### src/rtl/mat_vec_sequencer.sv
// mat_vec_sequencer: drives one 4-lane dot-product unit row by row to form a 4x4 matrix times 4-vector product.
module mat_vec_sequencer #(
    parameter int WIDTH       = 32,
    parameter int DOT_LATENCY = 3
) (
    input  logic                  clk_in,
    input  logic                  rst_in,
    input  logic                  in_valid,
    output logic                  in_ready,
    input  logic [16*WIDTH-1:0]   m_in,
    input  logic [4*WIDTH-1:0]    v_in,
    output logic [4*WIDTH-1:0]    dp_x,
    output logic [4*WIDTH-1:0]    dp_y,
    input  logic [WIDTH-1:0]      dp_out,
    output logic                  out_valid,
    input  logic                  out_ready,
    output logic [4*WIDTH-1:0]    out_vec,
    output logic                  busy
);
    typedef enum logic [1:0] {IDLE, ISSUE, DRAIN, DONE} state_t;

    state_t                 state_q;
    logic [1:0]             row_q, cap_q, row_d;
    logic [DOT_LATENCY-1:0] tag_q, tag_d;
    logic [4*WIDTH-1:0]     rows_q [4];
    logic [4*WIDTH-1:0]     dp_x_q, dp_y_q;
    logic [WIDTH-1:0]       res_q [4];
    logic                   cap_en;

    assign in_ready  = (state_q == IDLE);
    assign out_valid = (state_q == DONE);
    assign busy      = (state_q != IDLE);
    assign dp_x      = dp_x_q;
    assign dp_y      = dp_y_q;
    assign row_d     = row_q + 2'd1;
    // A tag marks every cycle with live operands; it emerges as that row's result appears.
    assign tag_d     = (tag_q << 1) | DOT_LATENCY'(state_q == ISSUE);
    assign cap_en    = tag_q[DOT_LATENCY-1];

    for (genvar g = 0; g < 4; g++) begin : g_out
        assign out_vec[g*WIDTH +: WIDTH] = res_q[g];
    end

    always_ff @(posedge clk_in or posedge rst_in) begin
        if (rst_in) begin
            state_q <= IDLE;
            row_q   <= '0;
            cap_q   <= '0;
            tag_q   <= '0;
            dp_x_q  <= '0;
            dp_y_q  <= '0;
            for (int i = 0; i < 4; i++) begin
                rows_q[i] <= '0;
                res_q[i]  <= '0;
            end
        end else begin
            tag_q <= tag_d;
            if (cap_en) begin
                res_q[cap_q] <= dp_out;
                cap_q        <= cap_q + 2'd1;
            end
            case (state_q)
                IDLE: if (in_valid) begin
                    for (int i = 0; i < 4; i++) rows_q[i] <= m_in[i*4*WIDTH +: 4*WIDTH];
                    dp_x_q  <= m_in[0 +: 4*WIDTH];
                    dp_y_q  <= v_in;
                    row_q   <= '0;
                    state_q <= ISSUE;
                end
                ISSUE: begin
                    row_q <= row_d;
                    if (row_q == 2'd3) begin
                        dp_x_q  <= '0;
                        dp_y_q  <= '0;
                        state_q <= DRAIN;
                    end else begin
                        dp_x_q <= rows_q[row_d];
                    end
                end
                DRAIN: if (cap_en && cap_q == 2'd3) state_q <= DONE;
                DONE:  if (out_ready) state_q <= IDLE;
            endcase
        end
    end
endmodule

### config.mk
export PLATFORM = sky130hd
export DESIGN_NAME = mat_vec_sequencer
export DESIGN_NICKNAME = d
export VERILOG_FILES = /design/src/rtl/mat_vec_sequencer.sv
export SDC_FILE = /design/constraint.sdc
export NUM_CORES = 2
export LEC_CHECK = 0
export ABC_AREA = 0
export CORE_AREA = 2 2 419 421
export CTS_CLUSTER_SIZE = 10
export DETAILED_ROUTE_END_ITERATION = 16
export DIE_AREA = 0 0 421 423
export PLACE_DENSITY_LB_ADDON = 0.25
export SKIP_LAST_GASP = 1
export SLEW_MARGIN = 5
export SYNTH_ARGS = -nofsm -noshare
export SYNTH_HDL_FRONTEND = slang
export SYNTH_SLANG_ARGS = --single-unit
export TNS_END_PERCENT = 5
### constraint.sdc
create_clock -name clk_in -period 110.9 [get_ports clk_in]
set_input_delay 33.27 -clock clk_in [delete_from_list [all_inputs] [get_ports clk_in]]
set_output_delay 33.27 -clock clk_in [all_outputs]
set_load 0.01 [all_outputs]
==> metrics <==
RSZ-0062 raised after global routing=no; register bit total from synthesis=905; Fin Setup TNS=0 ps; worst-path fanout max=73; top layer used by detailed routing=met5; Place WS=72540 ps; register area share after synthesis=58.8%; Final Max Tran Viols=0; Die Span X=421 um; clock sinks=905; total CTS buffers=111; clock-pin transition on the worst setup and hold timing paths=60 ps; Tot Pwr=0.720 mW; Initial Util=22.2%; final instance area=0.0549 sq mm; Final WS setup=73290 ps; CP endpoint kind=register; Die ar.=0.178 sq mm; via count=26505; Area Overhead vs Synth=42.6%; met2 wire len=82300 um; Port Buffers=1062; Crit path required time=111510 ps; Rel. slew slack=26.0%; GP Congestion=0.936; Yosys warning count=0; CTS Hold Buffers Added=0; HPWL Detailed=123000 um; Post-Syn Area=0.0385 sq mm; Worst Path Arrival=38230 ps; final setup violation count=0; Period minus WS final=37610 ps; critical path class=in2reg; final instance count without filler cells=5991; critical path's slowest cell=buf_4; maximum clock insertion buffer count=3; Pwr Density=13.1 mW/mm^2; nets@finish=4258; Cell Rows=153; vias per inst=4.42; clock insertion delay at the later pin of the skew report=740 ps; outcome=finished clean; GRT overflow=0; Die H=423 um; DR DRC count=0; multi-input logic area=0.0150 sq mm; H-tree depth reported by CTS=3; layout cells sized above 1=15.5%; postcts setup bufs=0; crit-path cells=clkdlybuf4s50_1 -> and2_4 -> buf_4 -> buf_4 -> buf_4 -> buf_4 -> mux2_1; largest net degree at the start of global routing=152; vias in the first global route=27499; I/O pin count=1063; first drt pass iteration count=4; Synth Instances=2547; core footprint=0.173 sq mm; critical path's most frequent cell=buf_4; initial antenna violation count=50; Root Driver=clkbuf_16; Tcrit/Tclk final=33.9%; final WL=166000 um; Post-DP Area=0.0516 sq mm; GRT Total Usage=18.2%; max_cap viols=0; CP top delay family=buffers and inverters; cts repair resizes=0; met3 routed WL=8500 um; Worst path max stage delay=850 ps; post-route ant nets=0; Worst Hold Class=reg2reg; CTS tree=done; placed cell count=5784; Fin. Hold Viols=0; DRT iter0 DRCs=1779; critical path launch point type=primary input; Lkg Pwr=26.3 nW; FF+latch area=0.0227 sq mm; Wirelength per Cell=27.7 um; Avg Cell Area, Syn=15.1 sq um; Max Clock Skew=22.3 ps; Worst Tran Pin Value=1110 ps; Peak VDD IR=12.0 uV; fmax=26.6 MHz; utilization after layout=31.7%; total nets after synthesis=3233; worst path bufs/invs=5; Hold Slack=350 ps; first-pass GRT wire length=230000 um; Synth cell types=28; met1 wire length=70500 um; fillcell total=17418
[layout by cell type (no fill, tap or decap), drive strengths merged, types with 14 or more instances in the layout]
cell | synthesis | final
diode | 0 | 27
dfrtp | 905 | 905
inv | 7 | 14
mux4 | 128 | 128
a21o | 127 | 127
clkdlybuf4s50 | 0 | 1062
and3 | 127 | 127
buf | 141 | 46
nor2 | 258 | 258
mux2 | 643 | 643
clkbuf | 55 | 161
a221oi | 128 | 128
[sequential cells by signal, summed over array words and instances, names as in the netlist]
signal and cells:
state_q 2, dp_y 128, tag_q 3, out_vec 128, dp_x 128, rows_q 512
row_q 2, cap_q 2
[final cells by class]
class,count,share of cell area [%]
diodes,27,0.123
clock buffers,161,5.60
clock inverters,19,0.392
inverters,7,0.0752
multi-input cells,1439,27.2
flip-flops and latches,905,41.2
well taps,2325,5.30
repair buffers,1108,20.1
[cell families after synthesis]
family / Yosys count / share of synthesized area [%]
adder cells (fa/ha/maj): 10 / 0.325
multiplexers: 772 / 26.3
AND/OR/NAND/NOR: 395 / 4.70
flip-flops: 905 / 58.8
XOR/XNOR: 1 / 0.0227
AO/OA/AOI/OAI: 261 / 7.29
buffers and inverters: 203 / 2.58
[power by group]
group          internal (mW)  switching [mW]  leakage, nW
logic                 0.0269          0.0173         12.4
registers              0.333         0.00120         12.3
clock network          0.195           0.147         1.60
[Yosys cell counts]
cell type / number / share of area, %
inv_2: 1 / 0.0097
dfrtp_1: 905 / 59
buf_6: 13 / 0.38
nor2b_1: 3 / 0.049
and3_1: 127 / 2.1
buf_2: 107 / 1.4
a221oi_2: 109 / 4.2
clkbuf_1: 55 / 0.54
nand2_1: 5 / 0.049
ha_1: 10 / 0.32
nor3_1: 1 / 0.013
a2bb2oi_1: 1 / 0.023
mux2_2: 130 / 3.8
buf_1: 21 / 0.20
inv_1: 6 / 0.058
mux2_1: 513 / 15
a22o_1: 1 / 0.023
and2_1: 1 / 0.016
mux4_2: 128 / 7.5
a221oi_1: 19 / 0.43
a21o_1: 127 / 2.5
a32o_1: 1 / 0.026
mux2i_1: 1 / 0.026
o21ai_1: 1 / 0.013
o21ai_0: 1 / 0.013
a2111oi_2: 1 / 0.039
nor2_1: 258 / 2.5
xor2_1: 1 / 0.023
[layer usage]
layer | vias up | global-route usage, %
met5 | - | 0
met4 | 6 | 6.44
met3 | 207 | 3.31
met2 | 735 | 30.4
met1 | 14120 | 23.6
li1 | 11437 | -
[worst paths after layout]
| check | startpoint | endpoint | slack (ps) | cells after the start |
|---|---|---|---|---|
| min reg2reg | tag_q[0] | tag_q[1] | 350 | 0 |
| max reg2reg | state_q[1] | rows_q[207] | 105380 | 8 |
| max in group asynchronous | rst_in | dp_y[102] | 74230 | 6 |
| min in group asynchronous | rst_in | rows_q[296] | 33100 | 2 |
| max | in_valid | rows_q[207] | 73290 | 7 |
| min | tag_q[0] | tag_q[1] | 350 | 0 |
[worst register-to-register path, stage by stage, from the launching register on]
cell	delay (ps)
dfrtp_1	410
inv_1	110
ha_1	440
and2_4	720
buf_4	820
buf_4	640
buf_4	840
buf_4	910
mux2_1	500
No activity file was read; power rests on OpenSTA's default activity.
